<file path="config.mk">
export PLATFORM = sky130hd
export DESIGN_NAME = cgram_cpu_port_flat
export DESIGN_NICKNAME = d
export VERILOG_FILES = /design/src/rtl/cgram_cpu_port_if.sv /design/src/rtl/cgram_cpu_port.sv /design/src/flat_wrapper.sv
export SDC_FILE = /design/constraint.sdc
export NUM_CORES = 1
export LEC_CHECK = 0
export CAP_MARGIN = 0
export CORE_MARGIN = 2
export CORE_UTILIZATION = 67
export DETAILED_ROUTE_END_ITERATION = 6
export DONT_BUFFER_PORTS = 1
export PLACE_DENSITY = 0.83
export SLEW_MARGIN = 20
export SYNTH_ARGS = -nofsm -noshare
export SYNTH_HDL_FRONTEND = slang
export SYNTH_SLANG_ARGS = --single-unit
</file>
<file path="constraint.sdc">
create_clock -name clk -period 5.97 [get_ports clk]
set_input_delay 1.194 -clock clk [delete_from_list [all_inputs] [get_ports clk]]
set_output_delay 1.194 -clock clk [all_outputs]
set_load 0.02 [all_outputs]
</file>
<file path="src/rtl/cgram_cpu_port_if.sv">
// B-bus palette register port and CGRAM port-A signals between the CPU side and
// the palette access controller.
interface cgram_cpu_port_if;
   logic        reg_wr;
   logic        reg_rd;
   logic [7:0]  reg_addr;
   logic [7:0]  reg_wdata;
   logic [7:0]  open_bus;
   logic        active_disp;
   logic [7:0]  reg_rdata;
   logic        rd_valid;
   logic        busy;
   logic        ram_ce;
   logic        ram_wre;
   logic [7:0]  ram_ad;
   logic [14:0] ram_din;
   logic [14:0] ram_dout;
   logic        ram_oce;

   modport slave (
      input  reg_wr, reg_rd, reg_addr, reg_wdata, open_bus, active_disp, ram_dout,
      output reg_rdata, rd_valid, busy, ram_ce, ram_wre, ram_ad, ram_din, ram_oce
   );

   modport master (
      output reg_wr, reg_rd, reg_addr, reg_wdata, open_bus, active_disp, ram_dout,
      input  reg_rdata, rd_valid, busy, ram_ce, ram_wre, ram_ad, ram_din, ram_oce
   );
endinterface

</file>
<file path="src/rtl/cgram_cpu_port.sv">
// CPU-side CGRAM access controller: decodes $2121/$2122/$213B and drives CGRAM port A.
// Optional build macro CGRAM_DISP_GUARD_EN blocks palette RAM writes during active display.
module cgram_cpu_port (
   input logic               clk,
   input logic               resetn,
   cgram_cpu_port_if.slave   bus
);

   localparam logic [7:0] AddrCgadd  = 8'h21;
   localparam logic [7:0] AddrCgdata = 8'h22;
   localparam logic [7:0] AddrRdcgram = 8'h3B;

   typedef enum logic [1:0] {StIdle, StRdIssue, StRdCapt} state_e;

   state_e      r_state;
   logic [7:0]  r_cgadd;
   logic        r_flip;
   logic [7:0]  r_wlatch;
   logic [7:0]  r_reg_rdata;
   logic        r_rd_valid;
   logic        r_busy;
   logic        r_ram_ce;
   logic        r_ram_wre;
   logic [7:0]  r_ram_ad;
   logic [14:0] r_ram_din;

   logic        w_wr_block;
   logic        w_unused;

`ifdef CGRAM_DISP_GUARD_EN
   assign w_wr_block = bus.active_disp;
   assign w_unused   = ^{bus.open_bus[6:0], bus.reg_wdata[7]};
`else
   assign w_wr_block = 1'b0;
   assign w_unused   = ^{bus.open_bus[6:0], bus.reg_wdata[7], bus.active_disp};
`endif

   always_ff @(posedge clk or negedge resetn) begin
      if (!resetn) begin
         r_state     <= StIdle;
         r_cgadd     <= 8'h00;
         r_flip      <= 1'b0;
         r_wlatch    <= 8'h00;
         r_reg_rdata <= 8'h00;
         r_rd_valid  <= 1'b0;
         r_busy      <= 1'b0;
         r_ram_ce    <= 1'b0;
         r_ram_wre   <= 1'b0;
         r_ram_ad    <= 8'h00;
         r_ram_din   <= 15'h0000;
      end else begin
         r_ram_ce   <= 1'b0;
         r_ram_wre  <= 1'b0;
         r_rd_valid <= 1'b0;
         unique case (r_state)
            StIdle: begin
               // Write wins over a simultaneous read; the read is simply dropped.
               if (bus.reg_wr) begin
                  if (bus.reg_addr == AddrCgadd) begin
                     r_cgadd <= bus.reg_wdata;
                     r_flip  <= 1'b0;
                  end else if (bus.reg_addr == AddrCgdata) begin
                     if (!r_flip) begin
                        r_wlatch <= bus.reg_wdata;
                        r_flip   <= 1'b1;
                     end else begin
                        r_ram_ce  <= ~w_wr_block;
                        r_ram_wre <= ~w_wr_block;
                        r_ram_ad  <= r_cgadd;
                        r_ram_din <= {bus.reg_wdata[6:0], r_wlatch};
                        r_cgadd   <= r_cgadd + 8'd1;
                        r_flip    <= 1'b0;
                     end
                  end
               end else if (bus.reg_rd && (bus.reg_addr == AddrRdcgram)) begin
                  r_state  <= StRdIssue;
                  r_busy   <= 1'b1;
                  r_ram_ce <= 1'b1;
                  r_ram_ad <= r_cgadd;
               end
            end
            StRdIssue: begin
               r_state <= StRdCapt;
            end
            StRdCapt: begin
               r_state    <= StIdle;
               r_busy     <= 1'b0;
               r_rd_valid <= 1'b1;
               if (!r_flip) begin
                  r_reg_rdata <= bus.ram_dout[7:0];
                  r_flip      <= 1'b1;
               end else begin
                  r_reg_rdata <= {bus.open_bus[7], bus.ram_dout[14:8]};
                  r_flip      <= 1'b0;
                  r_cgadd     <= r_cgadd + 8'd1;
               end
            end
            default: begin
               r_state <= StIdle;
               r_busy  <= 1'b0;
            end
         endcase
      end
   end

   assign bus.reg_rdata = r_reg_rdata;
   assign bus.rd_valid  = r_rd_valid;
   assign bus.busy      = r_busy;
   assign bus.ram_ce    = r_ram_ce;
   assign bus.ram_wre   = r_ram_wre;
   assign bus.ram_ad    = r_ram_ad;
   assign bus.ram_din   = r_ram_din;
   assign bus.ram_oce   = 1'b1;

endmodule

</file>
<file path="src/flat_wrapper.sv">
// flat-port wrapper written by rule: the top's interface ports become plain ports
module cgram_cpu_port_flat 
  (clk, resetn, bus_reg_wr, bus_reg_rd, bus_reg_addr, bus_reg_wdata, bus_open_bus, bus_active_disp, bus_ram_dout, bus_reg_rdata, bus_rd_valid, bus_busy, bus_ram_ce, bus_ram_wre, bus_ram_ad, bus_ram_din, bus_ram_oce);
  cgram_cpu_port_if bus_i ();
  input logic clk;
  input logic resetn;
  input wire logic [$bits(bus_i.reg_wr)-1:0] bus_reg_wr;
  input wire logic [$bits(bus_i.reg_rd)-1:0] bus_reg_rd;
  input wire logic [$bits(bus_i.reg_addr)-1:0] bus_reg_addr;
  input wire logic [$bits(bus_i.reg_wdata)-1:0] bus_reg_wdata;
  input wire logic [$bits(bus_i.open_bus)-1:0] bus_open_bus;
  input wire logic [$bits(bus_i.active_disp)-1:0] bus_active_disp;
  input wire logic [$bits(bus_i.ram_dout)-1:0] bus_ram_dout;
  output wire logic [$bits(bus_i.reg_rdata)-1:0] bus_reg_rdata;
  output wire logic [$bits(bus_i.rd_valid)-1:0] bus_rd_valid;
  output wire logic [$bits(bus_i.busy)-1:0] bus_busy;
  output wire logic [$bits(bus_i.ram_ce)-1:0] bus_ram_ce;
  output wire logic [$bits(bus_i.ram_wre)-1:0] bus_ram_wre;
  output wire logic [$bits(bus_i.ram_ad)-1:0] bus_ram_ad;
  output wire logic [$bits(bus_i.ram_din)-1:0] bus_ram_din;
  output wire logic [$bits(bus_i.ram_oce)-1:0] bus_ram_oce;
  assign bus_i.reg_wr = bus_reg_wr;
  assign bus_i.reg_rd = bus_reg_rd;
  assign bus_i.reg_addr = bus_reg_addr;
  assign bus_i.reg_wdata = bus_reg_wdata;
  assign bus_i.open_bus = bus_open_bus;
  assign bus_i.active_disp = bus_active_disp;
  assign bus_i.ram_dout = bus_ram_dout;
  assign bus_reg_rdata = bus_i.reg_rdata;
  assign bus_rd_valid = bus_i.rd_valid;
  assign bus_busy = bus_i.busy;
  assign bus_ram_ce = bus_i.ram_ce;
  assign bus_ram_wre = bus_i.ram_wre;
  assign bus_ram_ad = bus_i.ram_ad;
  assign bus_ram_din = bus_i.ram_din;
  assign bus_ram_oce = bus_i.ram_oce;
  cgram_cpu_port u_core (.clk(clk), .resetn(resetn), .bus(bus_i));
endmodule
</file>
Word level (Yosys, flattened, before mapping)
Cells that the tools add are included.
W data, S select, Z words.

word-level totals
  bits in registers = 54
  input port bits = 44
  output and inout port bits = 36

operators by class
  add/subtract/negate cells = 1
  eq/ne operators = 12
  muxes and demuxes = 31
  bitwise logic cells = 3
  reductions and logical operators = 10

operators by type and width
  operator               number
  $mux W8                10
  $eq A8 B6 Y1 const B   3
  $pmux W8 S2            1
  $mux W1                15
  $reduce_and A5 Y1      3
  $add A8 B1 Y8 const B  1
  $ne A2 B1 Y1 const B   3
  $ne A2 B2 Y1 const B   3
  $reduce_and A3 Y1      2
  $mux W2                2
  $pmux W1 S2            2
  $pmux W2 S2            1
  $reduce_bool A2 Y1     2
  $ne A3 B1 Y1 const B   1
  $not A1 Y1             3
  $eq A2 B1 Y1 const B   1
  $eq A2 B2 Y1 const B   1
  $logic_not A2 Y1       1
  $reduce_and A2 Y1      1
  $logic_and A1 B1 Y1    1

Depth between registers and ports, before layout
  word-level depth = 6
  gate-level depth with buffers = 6
  mapped depth without buffers = 5

Least setup slack after synthesis
Ideal clock, no wire load.

  path kind = input port to flip-flop
  start = input bus_reg_addr[2]
  end = register u_core.r_wlatch[0]
  setup time = 125 ps
  data arrival time = 3244 ps
  required time = 5845 ps
  slack = 2601 ps
  stages on the path = 6
  cell sequence = or4b_1 > or4b_1 > buf_2 > or4_4 > buf_6 > mux2_4

on the way
  word-level cells in the longest chain between the ends = 3

RTL lines
  what                                    line                  text
  start: declaration                      flat_wrapper.sv:9     input wire logic [$bits(bus_i.reg_addr)-1:0] bus_reg_addr;
  $eq A8 B6 Y1                            cgram_cpu_port.sv:59  if (bus.reg_addr == AddrCgadd) begin
  $not A1 Y1 (no source line)             -
  $reduce_and A5 Y1 (no source line) (*)  -
  end signal: assignment                  cgram_cpu_port.sv:64  r_wlatch <= bus.reg_wdata;
  end: declaration                        cgram_cpu_port.sv:18  logic [7:0] r_wlatch;

Mark *: on every way between the ends. The rest lies on a longest branch, timed or not.
A chain may end at the register's enable or synchronous reset.

Final worst setup path
  start = input bus_reg_addr[2]
  end = register u_core.r_ram_din[11] (netlist: u_core.bus.ram_din[11])

on the way
  word-level cells in the longest chain between the ends = 3

RTL lines
  what                                    line                  text
  $eq A8 B6 Y1                            cgram_cpu_port.sv:59
  $not A1 Y1 (no source line)             -
  $reduce_and A5 Y1 (no source line) (*)  -
  end signal: assignment                  cgram_cpu_port.sv:70  r_ram_din <= {bus.reg_wdata[6:0], r_wlatch};
  end: declaration                        cgram_cpu_port.sv:25  logic [14:0] r_ram_din;

Marked as above.

==> results_dict.tcl <==
set metrics [dict create \
    die_area_sq_um 4090 \
    r2r_cells 3 \
    post-route-cell-area_sq_um 2490 \
    worst_path_most_repeated_cell "or4b_1" \
    cts_hold_buf 0 \
    drive_gt1_share_pct 24.5 \
    timing.hold.ws_ns 0.478 \
    slew-limit-headroom_pct 46.1 \
    yosys.area.top_type_share_pct 56.2 \
    io_buffers 0 \
    max_cap_viol_count 0 \
    grt_antenna_before_repair 0 \
    syn2layout_area_growth_pct 3.69 \
    syn_area_sq_um 2410 \
    crit_slowest_cell "nor2_2" \
    endpoint_kind "flop" \
    drtPass1Iterations 4 \
    yosysTopAreaCell "dfrtp_1" \
    path_max_fanout 16 \
    ir_drop_mv 0.131 \
    finalClockSkew_ns 0.0149 \
    diodes 0 \
    postRouteAntennaNets 0 \
    hp-class "in2async" \
    max_freq_mhz 311 \
    final.setup.tns_ns 0 \
    timing.final.crit_share_pct 53.9 \
    required_ns 6.25 \
    crit_family "simple AND/OR/NAND/NOR gates" \
    rows 21 \
    ctsHtreeMaxLevel 2 \
    leakage_nw 1.30 \
    dp_hpwl_mm 3.32 \
    final-hold-violation-count 0 \
    post_cts_buffers 0 \
    synth_edf_count 0 \
    cts_made_buffers 5 \
    cp-start-kind "input port" \
    synthFlopType "dfrtp_1" \
    crit_type "in2reg" \
    slowest_delay_ns 0.69 \
    postCtsResizedCells 0 \
    clk_pin_slew_worst_paths_ns 0.16 \
    grt_pass1_vias 1503 \
    synth_common_cells "dfrtp_1 (54), mux2_2 (23), mux2i_1 (16)" \
    worst_r2r_startpoint "u_core.r_flip$_DFFE_PN0P_" \
    crit_chain "or4b_1 > or4b_1 > nor2_2 > mux2_2" \
    status "finished clean" \
    fin_crit_ns 3.22 \
    tritoncts "built" \
    placed_cell_area_sq_um 2420 \
    via_per_inst 6.31 \
    die_width_um 63.9 \
    syn_nets 232 \
    drcViolationCount 0 \
    ys_ff_latch 54 \
    worst-path-stages 4 \
    postRouteWirelength_mm 4.60 \
    vias 1452 \
    grt_pass1_wl_mm 7.56 \
    async_flop_share_pct 100 \
    core_area_sq_um 3390 \
    clockBufferDepth 2 \
    synth_most_common_cell "dfrtp_1" \
    yosysWarnings 0 \
    syn_avg_cell_area_sq_um 12.9 \
    synth_cells 187 \
    tightest_slew_ns 0.808 \
    cp.arrival_ns 3.50 \
    clockRootBuffer "clkbuf_4" \
    fillers 218 \
    r2r_slack_ns 3.47 \
    setup_viol 0 \
    wl_per_cell_um 20.0 \
    die_y_um 63.9 \
    slew_violations 0 \
    floorplan.initialDensity_pct 71.0 \
    clock_sinks 54 \
    clock_latency_ns 0.38 \
    track_usage_pct 24.5 \
    ys_types 34 \
    nets 228 \
    grt_max_degree 55 \
    yosysSeqAreaShare_pct 56.2 \
    p_per_area_nw_per_um2 243 \
    io_pins 80 \
    worst-path-buf-inv 0 \
    grt_overflow_total 0 \
    drt-initial-drc-count 135 \
    worstReg2RegEnd "u_core.bus.ram_din[11]$_DFFE_PN0P_" \
    place_congestion 0.795 \
    rsz0062_at_grt "false" \
    synth.area.top_cells "dfrtp_1 (56%), mux2_2 (11%), mux2i_1 (6.7%), mux2_4 (5.0%), o21ai_0 (2.5%)" \
]
logic make-up after synthesis:
group / synth area share [%]
DFF: 56.2
muxes: 22.4
adders and majority gates: 0.520
buffers and inverters: 3.07
and+or+nand+nor: 9.62
AOI/OAI and AO/OA: 7.70
other: 0.156
xor gates and xnor gates: 0.364
layout make-up:
cell class,count,area (sq um),area share [%]
clock inverter,2,16.3,0.652
sequential,54,1350,54.2
tap,46,57.6,2.31
inverter,5,18.8,0.752
multi-input combinational,117,1000,40.1
clock buffer,6,51.3,2.06
registers in the layout (all words and copies together) (netlist names):
| register | count |
|---|---|
| u_core.bus.ram_wre | 1 |
| u_core.r_wlatch | 8 |
| u_core.bus.busy | 1 |
| u_core.bus.reg_rdata | 8 |
| u_core.r_flip | 1 |
| u_core.bus.ram_ce | 1 |
| u_core.bus.ram_ad | 8 |
| u_core.r_cgadd | 8 |
| u_core.bus.ram_din | 15 |
| u_core.r_state | 2 |
| u_core.bus.rd_valid | 1 |
placed cells by master (no fill, tap or decap), types with 3 or more instances in the layout:
cell type and instances:
o21ai_0 12, nand2_1 15, dfrtp_1 54, mux2_2 23, a22oi_1 3, mux2_4 8, nand3_1 5, o2bb2a_1 4
nand4_1 4, clkbuf_4 5, mux2i_1 16, a21boi_0 4, inv_1 5
how the worst max path moves through the flow:
stage | start | to
floorplan | bus_reg_addr[2] | u_core.r_wlatch[0]$_DFFE_PN0P_
global placement | bus_reg_addr[2] | u_core.bus.ram_din[13]$_DFFE_PN0P_
detailed placement | bus_reg_addr[2] | u_core.bus.ram_din[11]$_DFFE_PN0P_
CTS | bus_reg_addr[2] | u_core.bus.ram_din[11]$_DFFE_PN0P_
global route | bus_reg_addr[2] | u_core.bus.ram_din[11]$_DFFE_PN0P_
finish | bus_reg_addr[2] | u_core.bus.ram_din[11]$_DFFE_PN0P_
metal layers:
layer  vias up  share of wire, %  GRT usage [%]
met1       729                43           32.6
met2        59                49           38.9
met5         -                 0              0
li1        656                 -              -
met3         8               7.0           7.39
met4         0               1.4           7.34
through the flow:
step / setup slack [ns] / std cells / util [%] / total power, mW
2_1_floorplan: 2.60 / 187 / - / 0.430
3_3_place_gp: 2.43 / 222 / 71.3 / 0.433
3_5_place_dp: 2.37 / 222 / 71.3 / 0.437
4_1_cts: 2.79 / 230 / 73.3 / 0.609
5_1_grt: 2.67 / 230 / 73.6 / 0.631
6_report: 2.75 / 230 / 73.6 / 0.606
worst register-to-register path, delay by kind of cell, from the launching register on:
kind	cells	cell delay, ns
muxes	1	0.43
DFF	1	0.82
and+or+nand+nor	2	1.18
power by group:
group | leakage, nW | internal [mW] | total, mW | switching (mW)
Combinational | 0.569 | 0.0188 | 0.0310 | 0.0122
Sequential | 0.699 | 0.376 | 0.399 | 0.0234
Clock | 0.0349 | 0.0591 | 0.176 | 0.117
(Power assumes the default switching activity.)
